$ cat config.mk
export PLATFORM = sky130hd
export DESIGN_NAME = keypad_scan_ctrl
export DESIGN_NICKNAME = d
export VERILOG_FILES = /design/src/rtl/keypad_scan_ctrl.sv
export SDC_FILE = /design/constraint.sdc
export NUM_CORES = 1
export LEC_CHECK = 0
export CAP_MARGIN = 20
export CORE_MARGIN = 1.5
export CORE_UTILIZATION = 50
export DETAILED_ROUTE_END_ITERATION = 7
export PLACE_DENSITY = 0.73
export RECOVER_POWER = 25
export SETUP_SLACK_MARGIN = 0.4
export SYNTH_ARGS = -nofsm -noshare
export SYNTH_HDL_FRONTEND = slang
export SYNTH_SLANG_ARGS = --single-unit
export TNS_END_PERCENT = 30
$ cat constraint.sdc
create_clock -name CLK -period 2.3 [get_ports CLK]
set_clock_uncertainty 0.05 [all_clocks]
set_input_delay 0.23 -clock CLK [delete_from_list [all_inputs] [get_ports CLK]]
set_output_delay 0.23 -clock CLK [all_outputs]
set_load 0.01 [all_outputs]
$ cat src/rtl/keypad_scan_ctrl.sv
// 4x3 keypad scanner: row sequencing, column synchronizer, debounce, key encode and CPU hand-off.
// Define KEYPAD_FIFO_EN to replace the single holding register with a 4-entry key FIFO.
module keypad_scan_ctrl #(
  parameter int unsigned SCAN_DIV    = 50000,
  parameter int unsigned DEB_SAMPLES = 4
) (
  input  logic       CLK,
  input  logic       RST_N,
  input  logic [2:0] COL,
  output logic [3:0] ROW,
  input  logic       INT_ACK,
  output logic [3:0] KEY_CODE,
  output logic       KEY_VALID,
  output logic       INTERRUPT,
  output logic       OVERFLOW
);

  localparam int unsigned DIV_W = (SCAN_DIV > 1) ? $clog2(SCAN_DIV) : 1;
  localparam int unsigned CNT_W = $clog2(DEB_SAMPLES + 1);
  localparam logic [DIV_W-1:0] DIV_MAX = DIV_W'(SCAN_DIV - 1);
  localparam logic [CNT_W-1:0] DEB_N   = CNT_W'(DEB_SAMPLES);

  typedef enum logic [1:0] {ST_SCAN, ST_DEBOUNCE, ST_RELEASE} state_e;

  state_e           state_q, state_d;
  logic [DIV_W-1:0] div_q, div_d;
  logic [1:0]       row_idx_q, row_idx_d;
  logic [3:0]       row_q, row_d;
  logic [CNT_W-1:0] cnt_q, cnt_d;
  logic [2:0]       cand_q, cand_d;
  logic [2:0]       col_s1_q, col_s2_q;
  logic [3:0]       code_q, code_d;
  logic             valid_q, valid_d;
  logic             ovf_q, ovf_d;
  logic             tick_c, one_hot_c, accept_c;
  logic [3:0]       new_code_c;

  function automatic logic [3:0] key_code_f(input logic [1:0] r, input logic [2:0] c);
    logic [3:0] ci;
    ci = c[0] ? 4'd0 : (c[1] ? 4'd1 : 4'd2);
    if (r == 2'd3) begin
      key_code_f = c[0] ? 4'hA : (c[1] ? 4'h0 : 4'hB);
    end else begin
      key_code_f = 4'({2'b00, r}) * 4'd3 + ci + 4'd1;
    end
  endfunction

  // Two-flop synchronizer for the asynchronous column lines
  always_ff @(posedge CLK or negedge RST_N) begin
    if (!RST_N) begin
      col_s1_q <= '0;
      col_s2_q <= '0;
    end else begin
      col_s1_q <= COL;
      col_s2_q <= col_s1_q;
    end
  end

  assign tick_c     = (div_q == DIV_MAX);
  assign one_hot_c  = (col_s2_q == 3'b001) || (col_s2_q == 3'b010) || (col_s2_q == 3'b100);
  assign new_code_c = key_code_f(row_idx_q, cand_q);

  always_comb begin
    state_d   = state_q;
    div_d     = tick_c ? '0 : div_q + DIV_W'(1);
    row_idx_d = row_idx_q;
    row_d     = row_q;
    cnt_d     = cnt_q;
    cand_d    = cand_q;
    accept_c  = 1'b0;
    case (state_q)
      ST_SCAN: begin
        if (tick_c) begin
          if (one_hot_c) begin
            cand_d  = col_s2_q;
            cnt_d   = CNT_W'(1);
            state_d = ST_DEBOUNCE;
          end else begin
            row_idx_d = row_idx_q + 2'd1;
            row_d     = {row_q[2:0], row_q[3]};
          end
        end
      end
      ST_DEBOUNCE: begin
        if (tick_c) begin
          if (col_s2_q == cand_q) begin
            if (cnt_q + CNT_W'(1) == DEB_N) begin
              accept_c = 1'b1;
              cnt_d    = '0;
              state_d  = ST_RELEASE;
            end else begin
              cnt_d = cnt_q + CNT_W'(1);
            end
          end else begin
            cnt_d     = '0;
            row_idx_d = row_idx_q + 2'd1;
            row_d     = {row_q[2:0], row_q[3]};
            state_d   = ST_SCAN;
          end
        end
      end
      ST_RELEASE: begin
        if (tick_c) begin
          if (col_s2_q == 3'b000) begin
            if (cnt_q + CNT_W'(1) == DEB_N) begin
              cnt_d     = '0;
              row_idx_d = row_idx_q + 2'd1;
              row_d     = {row_q[2:0], row_q[3]};
              state_d   = ST_SCAN;
            end else begin
              cnt_d = cnt_q + CNT_W'(1);
            end
          end else begin
            cnt_d = '0;
          end
        end
      end
      default: state_d = ST_SCAN;
    endcase
    if (state_d != state_q) div_d = '0;
  end

  always_ff @(posedge CLK or negedge RST_N) begin
    if (!RST_N) begin
      state_q   <= ST_SCAN;
      div_q     <= '0;
      row_idx_q <= '0;
      row_q     <= 4'b0001;
      cnt_q     <= '0;
      cand_q    <= '0;
    end else begin
      state_q   <= state_d;
      div_q     <= div_d;
      row_idx_q <= row_idx_d;
      row_q     <= row_d;
      cnt_q     <= cnt_d;
      cand_q    <= cand_d;
    end
  end

`ifdef KEYPAD_FIFO_EN
  logic [3:0] fifo_q [4];
  logic [3:0] fifo_d [4];
  logic [1:0] head_q, head_d;
  logic [2:0] fcnt_q, fcnt_d;
  logic       push_c, pop_c, full_c;
  logic [1:0] tail_c;

  // Key FIFO; the output code register tracks the next head so it stays registered
  always_comb begin
    fifo_d  = fifo_q;
    head_d  = head_q;
    fcnt_d  = fcnt_q;
    code_d  = code_q;
    ovf_d   = ovf_q;
    full_c  = (fcnt_q == 3'd4);
    pop_c   = INT_ACK && (fcnt_q != 3'd0);
    push_c  = accept_c && (!full_c || pop_c);
    tail_c  = head_q + fcnt_q[1:0];
    if (push_c) fifo_d[tail_c] = new_code_c;
    head_d  = head_q + {1'b0, pop_c};
    fcnt_d  = fcnt_q + 3'({2'b00, push_c}) - 3'({2'b00, pop_c});
    if (fcnt_d != 3'd0) code_d = fifo_d[head_d];
    valid_d = (fcnt_d != 3'd0);
    if (accept_c && full_c && !pop_c) begin
      ovf_d = 1'b1;
    end else if (INT_ACK && (fcnt_d == 3'd0)) begin
      ovf_d = 1'b0;
    end
  end

  always_ff @(posedge CLK or negedge RST_N) begin
    if (!RST_N) begin
      fifo_q <= '{default: '0};
      head_q <= '0;
      fcnt_q <= '0;
    end else begin
      fifo_q <= fifo_d;
      head_q <= head_d;
      fcnt_q <= fcnt_d;
    end
  end
`else
  // Single holding register; an acknowledge in the accept cycle frees the slot for the new key
  always_comb begin
    code_d  = code_q;
    valid_d = valid_q;
    ovf_d   = ovf_q;
    if (INT_ACK) begin
      valid_d = 1'b0;
      ovf_d   = 1'b0;
    end
    if (accept_c) begin
      if (!valid_q || INT_ACK) begin
        code_d  = new_code_c;
        valid_d = 1'b1;
      end else begin
        ovf_d = 1'b1;
      end
    end
  end
`endif

  always_ff @(posedge CLK or negedge RST_N) begin
    if (!RST_N) begin
      code_q  <= '0;
      valid_q <= 1'b0;
      ovf_q   <= 1'b0;
    end else begin
      code_q  <= code_d;
      valid_q <= valid_d;
      ovf_q   <= ovf_d;
    end
  end

  assign ROW       = row_q;
  assign KEY_CODE  = code_q;
  assign KEY_VALID = valid_q;
  assign INTERRUPT = valid_q;
  assign OVERFLOW  = ovf_q;

endmodule

# Yosys cells after proc, flatten, opt, wreduce, memory -nomap -nowiden
# Index checks and enable logic that the tools add are counted.
# Widths: inputs -> output; s select.
# op_classes
add_sub_neg	5
mul	1
n_eq_ne	18
mux	50
reduce_logical	11
# ops
cell	n
$mux 4	10
$mux 2	17
$mux 16	2
$mux 3	7
$add 16x1->16 const B	1
$eq 16x16->1 const B	1
$ne 2x2->1 const B	8
$pmux 2 s3	2
$pmux 4 s3	1
$mux 1	10
$pmux 3 s3	1
$reduce_and 8->1	1
$eq 3x3->1 const B	2
$reduce_and 5->1	1
$add 4x1->4 const B	1
$add 4x2->4	1
$eq 2x2->1 const B	2
$mul 2x2->4 const B	1
$add 3x1->3 const B	1
$eq 3x1->1 const B	1
$eq 3x2->1 const B	1
$eq 3x3->1	1
$logic_not 3->1	1
$logic_or 1x1->1	3
other kinds (8)	8
# word_totals
ff_bits	42
input_bits	6
output_inout_bits	11
word_cells	96

# Logic depth before layout (Yosys ltp)
# logic_depth
depth_word	8
mapped_depth	8
depth_no_buf	7

# Least setup slack after synthesis
# Ideal clock, no wire load.
# synth_path
path_kind	flip-flop to flip-flop
startpoint	register div_q[0]
endpoint	register cnt_q[0]
arrival_time_ps	1995
required_time_ps	2125
path_slack_ps	130
path_stages_with_launch	8
n_path_buf	0
path_cell_list	dfrtp_1 ha_1 nand3_2 or4_4 o41ai_2 nand2_1 nor2_2 mux2_2
# synth_via
elab_chain_cells	3
elab_cells_between_ends	5
# synth_rtl
item	line	source
start, declared	26	logic [DIV_W-1:0] div_q, div_d;
start signal, assigned	133	div_q <= div_d;
$eq 16x16->1 (*)	59	assign tick_c = (div_q == DIV_MAX);
$ne 2x2->1 (no source line)	-	
$reduce_and 5->1 (no source line) (*)	-	
end signal, assigned	136	cnt_q <= cnt_d;
end, declared	29	logic [CNT_W-1:0] cnt_q, cnt_d;
# Every way passes the cells marked *; elsewhere a longest branch is shown, timed or not.
# A chain may end at the register's enable or synchronous reset.

# Worst setup path in the final report
# layout_path
startpoint	register div_q[0]
endpoint	register cnt_q[2]
# The elaborated chain is that of the path after synthesis.

==> summary.md <==
| Metric | Value |
|---|---|
| Area of the mapped netlist | `2270 um^2` |
| Mapped Nets | `226` |
| Via count of the routed design | `1,596` |
| Worst setup path class | `reg -> reg` |
| Total Routed Length | `4330 um` |
| Portion of the clock cycle consumed by the worst path in the final layout | `0.965` |
| Site Rows | `24` |
| Final hold violations | `0` |
| Top cells by area in the synthesized netlist | `sky130_fd_sc_hd__dfrtp_1 45%, sky130_fd_sc_hd__ha_1 6.1%, sky130_fd_sc_hd__xor2_1 4.2%, sky130_fd_sc_hd__xnor2_1 3.9%, sky130_fd_sc_hd__nor2_1 3.8%` |
| Startpoint type of the worst setup path | `flip-flop` |
| Vias in the first global route | `1,583` |
| Final HPWL DP | `2840 um` |
| Sequential-to-total area share from yosys stat | `0.463` |
| Top cell by count, worst path | `sky130_fd_sc_hd__o31ai_1` |
| Slew Limit Fails | `0` |
| Layout cells sized above 1 | `0.243` |
| Cell type with the largest total area after synthesis | `sky130_fd_sc_hd__dfrtp_1` |
| Insertion delay of the later-clocked pin in the worst-skew pair | `0.29 ns` |
| CTS H-tree depth | `2` |
| Net count of the finished layout | `265` |
| Post-layout worst setup margin | `0.0802 ns` |
| Crit-path slowest cell | `sky130_fd_sc_hd__or4_4` |
| Number of optimization iterations in the first detailed-route pass | `4` |
| Aggregate global routing overflow | `0` |
| Gp weighted congestion | `0.852` |
| RSZ-0062 raised after global routing | `true` |
| Clock buffers created by TritonCTS | `5` |
| Clock-pin slew on the worst setup and hold paths | `0.09 ns` |
| #FFs+latches synth | `42` |
| Number of instances in the synthesized netlist | `207` |
| Most used cells in the layout excluding fill and tap cells | `40 x sky130_fd_sc_hd__dfrtp_1, 22 x sky130_fd_sc_hd__nor2_1, 19 x sky130_fd_sc_hd__nand2_1` |
| Effective utilization at floorplan | `0.522` |
| Buffer depth of the longest clock path | `2` |
| Signed area change from the synthesized netlist to the final layout | `23.7%` |
| Clock sink count | `42` |
| DR vias/cell | `5.34` |
| CP Max Fanout | `5` |
| Max capacitance violation total | `0` |
| Result of the run | `complete, no violations` |
| DRC violations left | `0` |
| IR drop worst, VDD | `0.386 mV` |
| Avg Inst Size Synth | `11.0 um^2` |
| Max Freq | `450 MHz` |
| Die extent in y | `70.4 um` |
| Hold/Removal Path Class | `in -> async` |
| Leakage power of the design | `1.34 nW` |
| Shortest period the worst path allows | `2.22 ns` |
| IO Pins | `17` |
| Worst Tran Pin Value | `1.00 ns` |
| Initial antenna violation count | `0` |
| Critical path data required time | `2.41 ns` |
| Synth Warn # | `0` |
| Clock Tree Root | `sky130_fd_sc_hd__clkbuf_8` |
| Sum of negative setup slack | `0 ns` |
| Maximum number of pins on one net before global-route repair | `43` |
| Worst setup timing slack at the placement stage | `-0.0731 ns` |
| Fraction of synthesized cell area taken by the top area cell type | `0.452` |
| I/O Buffers | `16` |
| Largest stage delay on the critical path | `0.51 ns` |
| Die width | `70.4 um` |
| DRC violation total after the first TritonRoute iteration | `78` |
| Pwr/cell area | `456 nW/um^2` |
| Count of final setup violators | `0` |
| Antenna fix cells | `0` |
| Antenna-violating nets left | `0` |
| Worst endpoint data arrival time | `2.33 ns` |
| First-pass GRT wire length | `7360 um` |
| Worst path cell trace | `ha_4 > nand3_4 > or4_4 > o41ai_4 > nand2_2 > buf_4 > o31ai_1 > o31ai_1` |
| GRT Overall Usage | `0.186` |
| Most common cell after layout, fill and taps aside | `sky130_fd_sc_hd__dfrtp_1` |
| Floorplan Core Area | `4350 um^2` |
| TritonCTS clock tree | `built` |
| Die area | `4960 um^2` |
| Type of element capturing the critical path | `flip-flop` |
| Netlist cell types | `48` |
| Wire length per cell | `14.5 um` |
| Remaining max-slew budget at the tightest pin | `0.332` |
-- through the flow --
step	hold slack (ns)	power [W]	cells	instance area, um^2	util
2_1_floorplan	-0.116	0.000770	207	2290	-
3_3_place_gp	0.285	0.000794	274	2490	0.573
3_5_place_dp	0.289	0.000795	274	2490	0.573
4_1_cts	0.0452	0.00130	294	2730	0.627
5_1_grt	0.140	0.00133	299	2810	0.645
6_report	0.0324	0.00128	299	2810	0.645
-- cell type report --
class,instances,area [um^2]
fill,333,1550
multi-input combinational,153,1250
sequential,42,1050
timing repair buffer,35,310
clock buffer,7,86.3
tap,52,65.1
inverter,9,33.8
clock inverter,1,8.76
-- layer usage --
| metal | GRT usage | vias up | wire length (um) | share of wire |
|---|---|---|---|---|
| met5 | 0 | - | 0 | 0 |
| met4 | 0.0513 | 0 | 34 | 0.0079 |
| met3 | 0.0303 | 5 | 115 | 0.027 |
| met2 | 0.303 | 22 | 2080 | 0.48 |
| met1 | 0.258 | 777 | 2100 | 0.48 |
| li1 | - | 792 | - | - |
-- where the power goes --
part | internal [W] | switching [W] | total (W)
Clock | 0.000248 | 0.000253 | 0.000501
Combinational | 0.00000973 | 0.0000217 | 0.0000314
Sequential | 0.000743 | 0.00000487 | 0.000748
-- logic make-up after synthesis --
kind of cell / after synthesis / synth area share
buffers and inverters: 12 / 0.0264
xor gates and xnor gates: 21 / 0.0810
and+or+nand+nor: 84 / 0.209
AOI/OAI and AO/OA: 24 / 0.0865
muxes: 11 / 0.0556
DFF: 42 / 0.463
adders and majority gates: 13 / 0.0782
-- timing repair --
item / in CTS / in global routing
hold buffers: 0 / 0
pin swaps: 5 / 1
hold endpoints to repair: 0 / 0
setup endpoints to repair: 35 / 35
buffers inserted: 12 / 5
resized for setup: 7 / 9
-- synthesized netlist by cell type, drive strengths merged --
cell type,number
a21o,1
nand2b,2
or4,1
and2,2
nor2b,2
nor4b,1
nand3b,2
buf,3
inv,9
o31ai,4
a311o,1
mux2,10
o211a,1
fa,2
nor4,3
and3,5
a21oi,4
nor2,24
o32a,1
mux2i,1
o22ai,1
nand2,21
nor3,8
o21ai,7
ha,11
xor2,11
o41ai,1
a22o,1
dfrtp,41
nand4,2
xnor2,10
nand3,10
a21boi,2
dfstp,1
nor3b,1
-- flip-flops by register name, indices dropped and copies added, names as in the netlist --
signal and count:
col_s1_q 3, KEY_CODE 4, cand_q 3, INTERRUPT 1, OVERFLOW 1, state_q 2
col_s2_q 3, row_idx_q 2, ROW 4, div_q 16, cnt_q 3
-- worst paths after layout --
path,from,to,slack [ns],cells past startpoint
setup reg to reg,div_q[0],cnt_q[2],0.08,8
max in group asynchronous,RST_N,cand_q[1],1.47,1
setup / recovery,div_q[0],cnt_q[2],0.08,8
hold / removal,RST_N,KEY_CODE[2],0.03,1
min in group CLK,col_s1_q[2],col_s2_q[2],0.31,0
hold reg to reg,col_s1_q[2],col_s2_q[2],0.31,0
-- worst max-delay path, delay by kind of cell, from the launching register on --
family / cells / cell delay (ns)
flops: 1 / 0.41
buf+inv: 1 / 0.16
compound gates: 3 / 0.60
simple gates: 3 / 0.70
fa+ha+maj: 1 / 0.17
Note: power is estimated with default switching activity, not from simulation.
